[src/rtl/mix_columns_seq.sv]
// AES MixColumns sequencer: shares LANES GF(2^8) row-by-column dot-product units
// across the 16 output bytes, with a single start/done handshake.

module multibly_col_by_row (
    input  logic [31:0] in1,
    input  logic [31:0] in2,
    output logic [7:0]  res_mul
);

    function automatic logic [7:0] xtime(input logic [7:0] b);
        return {b[6:0], 1'b0} ^ (b[7] ? 8'h1b : 8'h00);
    endfunction

    // Only the 01/02/03 coefficients of the MixColumns matrix are supported.
    function automatic logic [7:0] gmul123(input logic [7:0] c, input logic [7:0] b);
        logic [7:0] r;
        case (c)
            8'h01:   r = b;
            8'h02:   r = xtime(b);
            8'h03:   r = xtime(b) ^ b;
            default: r = 8'h00;
        endcase
        return r;
    endfunction

    always_comb begin
        res_mul = gmul123(in1[31:24], in2[31:24]) ^
                  gmul123(in1[23:16], in2[23:16]) ^
                  gmul123(in1[15:8],  in2[15:8])  ^
                  gmul123(in1[7:0],   in2[7:0]);
    end

endmodule

module mix_columns_seq #(
    parameter int LANES = 1
) (
    input  logic         clk,
    input  logic         rst,
    input  logic         start,
    input  logic [127:0] state_in,
    output logic         busy,
    output logic         done,
    output logic [127:0] state_out
);

    generate
        if (!(LANES == 1 || LANES == 2 || LANES == 4)) begin : g_lanes_check
            $error("mix_columns_seq: LANES must be 1, 2 or 4");
        end
    endgenerate

    typedef enum logic [1:0] {
        IDLE = 2'd0,
        RUN  = 2'd1,
        DONE = 2'd2
    } state_t;

    state_t        state_q, state_d;
    logic [3:0]    idx_q, idx_d;
    logic [127:0]  work_in_q, work_in_d;
    logic [127:0]  work_out_q, work_out_d;
    logic [127:0]  state_out_q, state_out_d;

    logic [31:0]   col_word [4];
    logic [3:0]    lane_k   [LANES];
    logic [31:0]   lane_row [LANES];
    logic [31:0]   lane_col [LANES];
    logic [7:0]    lane_res [LANES];

    function automatic logic [31:0] coef_row(input logic [1:0] r);
        logic [31:0] w;
        case (r)
            2'd0:    w = 32'h02030101;
            2'd1:    w = 32'h01020301;
            2'd2:    w = 32'h01010203;
            default: w = 32'h03010102;
        endcase
        return w;
    endfunction

    always_comb begin
        for (int c = 0; c < 4; c++) begin
            col_word[c] = work_in_q[127 - 32*c -: 32];
        end
    end

    // Lane j handles output byte idx+j: row picks the coefficients, column the state word.
    always_comb begin
        for (int j = 0; j < LANES; j++) begin
            lane_k[j]   = idx_q + 4'(j);
            lane_row[j] = coef_row(lane_k[j][1:0]);
            lane_col[j] = col_word[lane_k[j][3:2]];
        end
    end

    for (genvar j = 0; j < LANES; j++) begin : g_lane
        multibly_col_by_row u_dot (
            .in1     (lane_row[j]),
            .in2     (lane_col[j]),
            .res_mul (lane_res[j])
        );
    end

    always_comb begin
        state_d     = state_q;
        idx_d       = idx_q;
        work_in_d   = work_in_q;
        work_out_d  = work_out_q;
        state_out_d = state_out_q;
        case (state_q)
            IDLE: begin
                if (start) begin
                    work_in_d = state_in;
                    idx_d     = '0;
                    state_d   = RUN;
                end
            end
            RUN: begin
                // Byte k lives at bit offset 8*(15-k), i.e. {~k, 3'b000}.
                for (int j = 0; j < LANES; j++) begin
                    work_out_d[{~lane_k[j], 3'b000} +: 8] = lane_res[j];
                end
                idx_d = idx_q + 4'(LANES);
                if (idx_q == 4'(16 - LANES)) begin
                    state_d     = DONE;
                    state_out_d = work_out_d;
                end
            end
            DONE: begin
                if (start) begin
                    work_in_d = state_in;
                    idx_d     = '0;
                    state_d   = RUN;
                end else begin
                    state_d = IDLE;
                end
            end
            default: state_d = IDLE;
        endcase
    end

    always_ff @(posedge clk) begin
        if (rst) begin
            state_q     <= IDLE;
            idx_q       <= '0;
            work_in_q   <= '0;
            work_out_q  <= '0;
            state_out_q <= '0;
        end else begin
            state_q     <= state_d;
            idx_q       <= idx_d;
            work_in_q   <= work_in_d;
            work_out_q  <= work_out_d;
            state_out_q <= state_out_d;
        end
    end

    assign busy      = (state_q == RUN);
    assign done      = (state_q == DONE);
    assign state_out = state_out_q;

endmodule
[config.mk]
export PLATFORM = sky130hd
export DESIGN_NAME = mix_columns_seq
export DESIGN_NICKNAME = d
export VERILOG_FILES = /design/src/rtl/mix_columns_seq.sv
export SDC_FILE = /design/constraint.sdc
export NUM_CORES = 1
export LEC_CHECK = 0
export ABC_AREA = 1
export CORE_AREA = 2 2 203 205
export DETAILED_ROUTE_END_ITERATION = 8
export DIE_AREA = 0 0 205 207
export PLACE_DENSITY = 0.69
export SLEW_MARGIN = 10
export SYNTH_ARGS = -nofsm -noshare
export SYNTH_HDL_FRONTEND = slang
export SYNTH_SLANG_ARGS = --single-unit
[constraint.sdc]
create_clock -name clk -period 8.35 [get_ports clk]
set_input_delay 0.835 -clock clk [delete_from_list [all_inputs] [get_ports clk]]
set_output_delay 0.835 -clock clk [all_outputs]
set_load 0.05 [all_outputs]
# ---- Word level (Yosys, flattened, before mapping)
# Index checks and enable logic that the tools add are counted.
dict set report totals {
  reg_bits 390
  inputBits 131
  out_inout_bits 130
}
dict set report op_classes {
  addsub 2
  magnitude_cmp 1
  eq_ne 20
  n_shift 2
  n_mux 19
  bitwise_logic 13
  reduce_logical 8
}
# cell n
set ops {}
lappend ops {{bitwise mux 128 bit} 1}
lappend ops {{variable shift 8 x 9 -> 128 bit, first input constant} 1}
lappend ops {{indexed part select 8 x 9 -> 128 bit} 1}
lappend ops {{case mux 8 bit (3 select lines)} 4}
lappend ops {{case mux 26 bit (3 select lines)} 1}
lappend ops {{XOR 8 bit} 9}
lappend ops {{binary-select mux 32 bit (select 2 bit)} 1}
lappend ops {{2-to-1 mux 32 bit} 2}
lappend ops {{== test 8 x 2 -> 1 bit, second input constant} 6}
lappend ops {{== test 8 x 1 -> 1 bit, second input constant} 3}
lappend ops {{2-to-1 mux 5 bit} 4}
lappend ops {{XOR 8 x 5 -> 8 bit} 2}
lappend ops {{negation 7 -> 9 bit} 1}
lappend ops {{== test 2 bit, second input constant} 4}
lappend ops {{case mux 4 bit (2 select lines)} 1}
lappend ops {{AND reduction 2 bit} 4}
lappend ops {{== test 2 x 1 -> 1 bit, second input constant} 3}
lappend ops {{case mux 2 bit (3 select lines)} 1}
lappend ops {{adder 4 x 1 -> 4 bit, second input constant} 1}
lappend ops {{== test 4 bit, second input constant} 1}
lappend ops {{zero test 2 bit} 2}
lappend ops {{2-to-1 mux 2 bit} 2}
lappend ops {{2-to-1 mux 4 bit} 1}
lappend ops {{!= test 2 x 1 -> 1 bit, second input constant} 2}
lappend ops {{7 further kinds} 7}

# ---- Depth between registers and ports, before layout
dict set report depth {
  word_depth 13
  mapped_depth 24
  ltp_nobuf 22
}

# ---- Cells and area by module
# Synthesis repeated with hierarchy kept, for this count alone.
dict set report unflattened {
  hier_cells 3213
  hier_area_um2 19859.0
}
# module n_inst cells_per_inst area_each_um2
set modules_own_cells {}
lappend modules_own_cells {mix_columns_seq 1 2681 17528.1}
lappend modules_own_cells {multibly_col_by_row 1 532 2331.0}

# ---- Worst setup path after synthesis
# OpenSTA, ideal clock, no wires.
dict set report synth_timing {
  path_type {register to register}
  from {register idx_q[0]}
  to {register work_out_q[122]}
  arrival_ns 2.631
  slack_ns 5.568
  path_stages_with_launch 17
  n_path_buf 2
  synth_period_minus_slack_ns 2.782
  path_cell_list {dfxtp_1 inv_2 buf_2 ha_1 inv_1 buf_1 a21oi_1 o22ai_1 nand2_1 nand2_1 nand2_1 nand3_2 nand2_1 nand2_1 nor2_2 o21bai_1 a21oi_1}
}
dict set report synth_via {
  elab_chain_len 9
  elab_cells_between_ends 28
}
# item line
set synth_rtl {}
lappend synth_rtl {{from (decl)} 60} ;# logic [3:0] idx_q, idx_d;
lappend synth_rtl {{from (signal assigned)} 152} ;# idx_q <= idx_d;
lappend synth_rtl {{== test 2 bit, or another cell as far along} 73} ;# case (r)
lappend synth_rtl {{case mux 26 bit (3 select lines)} 73}
lappend synth_rtl {{== test 8 x 2 -> 1 bit, or another cell as far along} 17} ;# case (c)
lappend synth_rtl {{case mux 8 bit (3 select lines)} 17}
lappend synth_rtl {{XOR 8 bit} 27} ;# res_mul = gmul123(in1[31:24], in2[31:24]) ^
lappend synth_rtl {{XOR 8 bit} 28} ;# gmul123(in1[23:16], in2[23:16]) ^
lappend synth_rtl {{XOR 8 bit} 29} ;# gmul123(in1[15:8], in2[15:8]) ^
lappend synth_rtl {{indexed part select 8 x 9 -> 128 bit} 122} ;# work_out_d[{~lane_k[j], 3'b000} +: 8] = lane_res[j];
lappend synth_rtl {{bitwise mux 128 bit *} 122}
lappend synth_rtl {{to (signal assigned)} 154} ;# work_out_q <= work_out_d;
lappend synth_rtl {{to (decl)} 62} ;# logic [127:0] work_out_q, work_out_d;
# Every way passes the cells marked *; elsewhere a longest branch is shown, timed or not.
# A chain may end at the register's enable or synchronous reset.

# ---- Final worst setup path
dict set report layout_timing {
  from {register idx_q[0]}
  to {register work_out_q[58]}
}
# The elaborated chain is that of the path after synthesis.

==> run metrics <==
Synth Flop Type dfxtp_1; Max Cap Viol 0; port bufs between 200 and 300; grt total ovfl 0; Crit. End Element flop; final hold violations 0; Core Rows 74; reg2reg start idx_q[0]; Ant. Diodes 0; crit start category flop; outcome completed; fin util 54.4%; Worst Hold Margin roughly 0.47 ns; Initial Util between 40 and 50%; initial antenna violation count 0; peak supply drop approximately 0.13 mV; Fin Setup TNS 0 ns; CTS clk-pin slew, worst paths ~0.07 ns; P_int 3.32 mW; Worst Path Required between 8 and 9 ns; WHS Path Cells 2; routability cong. 0.882; CTS Hold Bufs 0; Least-Margin Pin Slew roughly 1.2 ns; register bit total from synthesis roughly 400; total routed wirelength approximately 56000 um; syn nets around 2700; Logic pwr share 16.8%; # DRC 0; first-pass iteration count of the detailed router 6; global-route wire length before repair 87900 um; DRT antenna net count 0; setup slack, reg-to-reg about 4.4 ns; Final Skew approximately 0.024 ns; max frequency 256 MHz; max layer used met4; pwr/cell area roughly 210 mW/mm^2; DR vias ~18000; Final setup viols 0; RSZ-0062 raised after global routing no; Sink Count 390; Hold/Removal Path Class flop to flop; Post-Synthesis Cells 2590; DR WL met3 ~3300 um; die width 205 um; share of cells above drive strength 1 7.08%; Final period util a little under half; post-layout min period 3.91 ns; LEAKAGE 9.04 nW; commonest non-fill, non-tap cells in the layout nand2_1 (502), o21ai_0 (431), dfxtp_1 (389), nor2_1 (334), clkdlybuf4s50_1 (260); Cell variety after synth 39; clock share of power around two fifths; Cells after DPL ~3200; min-delay src col_word[40]; CTS Buf Count 42; nets around 2900; Vias per Instance ~5.3; worst setup path category flop to flop; die footprint roughly 0.042 mm^2; Top Ports between 200 and 300; NetSw about 1.4 mW; Async S/R FF share, synth 0%; Longest Clk Path Bufs 3; post-DP HPWL 38200 um; CTS tree yes; commonest non-fill, non-tap cell in the layout nand2_1; CTS H-tree lvls 2; CORE AREA just over 0.04 mm^2; Area growth, synth to finish 22.5%; total power between 4 and 5 mW; largest net degree at the start of global routing ~240; Worst R2R End work_out_q[58]; WL/cell 16.9 um; Sw Share slightly below 30%; DR WL met2 ~26000 um; fin cells between 3000 and 4000; Worst Hold End col_word[40]; Arrival @ worst endpoint 4.40 ns; power share of the sequential group a little over two fifths; Tot GR Track Use 25.9%; number of synthesized flops with an enable pin 0; register area share after synthesis a little over two fifths; CTS Root Buffer Type clkbuf_16; post-CTS setup buffers 0; Die Height 207 um; Final Max Slew Viols 0; Post-Syn Area approximately 0.018 mm^2; vias in the first global route 16300; Max-slew headroom between 10% and 20%; initial DRC count 1600; CTS resizes 0; Yosys warning count 0; Syn Area/Cell 6.92 um^2; largest fanout on the critical path 27; M1 WL 25000 um; clk_lat worst skew just under 0.6 ns; R2R cell count 15
[worst max path at each step]
stage	from	to	cells past startpoint
after floorplan	idx_q[0]	work_out_q[122]	16
after global placement	idx_q[0]	work_out_q[58]	15
after detailed placement	idx_q[0]	state_out[122]	15
after CTS	idx_q[0]	state_out[122]	15
after global routing	idx_q[0]	state_out[122]	15
final	idx_q[0]	work_out_q[58]	15
[layout make-up]
cell class	count	area (um^2)
well taps	532	666
multi-input cells	1873	8760
fillers	3934	18400
repair buffers	274	2730
clock inverters	22	218
flip-flops and latches	390	7810
clock buffers	56	1180
inverters	152	589
[cells in the mapped netlist, types with 21 or more instances]
library cell | instances | area [um^2]
o21ai_0 | 431 | 2160
nand2_1 | 503 | 1890
or2_2 | 22 | 138
nor2_1 | 336 | 1260
buf_2 | 22 | 110
clkbuf_1 | 127 | 477
inv_2 | 21 | 78.8
o21ai_1 | 64 | 320
a21oi_1 | 244 | 1220
nand3_1 | 162 | 811
dfxtp_1 | 390 | 7810
inv_1 | 127 | 477
[worst max-delay path, cell delays in order (launching register included)]
cell	delay, ns
dfxtp_1	0.59
inv_2	0.36
ha_1	0.41
o21ai_0	0.26
nand2_1	0.15
inv_1	0.17
a21oi_1	0.06
o21ai_1	0.25
nand3_1	0.16
nand2_1	0.12
nand3_2	0.34
nand2_1	0.27
nand2_1	0.13
nor2_2	0.27
o21bai_1	0.13
a21oi_1	0.14
[per-stage QoR]
step / area (um^2) / setup WS, ns
4_1_cts: 22000 / 4.49
3_5_place_dp: 20600 / 4.53
5_1_grt: 22000 / 4.05
3_3_place_gp: 20600 / 4.62
2_1_floorplan: 17900 / 5.57
6_report: 22000 / 4.44
[sequential cells by signal, indices dropped and copies added (netlist names)]
register and cells:
state_q 2, work_out_q 128, state_out 128, idx_q 4, col_word 128
[routing by layer]
layer | vias to the layer above | GRT usage (%)
li1 | 8830 | -
met1 | 8102 | 35.0
met2 | 541 | 42.6
met3 | 86 | 3.93
met4 | 0 | 7.84
met5 | - | 0
[kinds of logic (layout without fill, tap and decap cells)]
logic type | Yosys count | count (layout) | share of synthesized area, %
compound gates | 776 | 776 | 22.2
buf+inv | 327 | 504 | 7.67
xor+xnor | 6 | 6 | 0.293
flops | 390 | 390 | 43.6
simple gates | 1083 | 1083 | 25.7
fa+ha+maj | 8 | 8 | 0.559
[power groups by stage]
stage | combinational, mW | clock, mW | sequential [mW]
detailed placement | 0.777 | 0 | 2.06
global placement | 0.759 | 0 | 2.05
finish | 0.789 | 1.88 | 2.02
CTS | 0.782 | 1.90 | 2.02
global route | 0.873 | 1.98 | 2.03
floorplan | 0.515 | 0 | 2.05
Power figures use the tool's default switching activity.
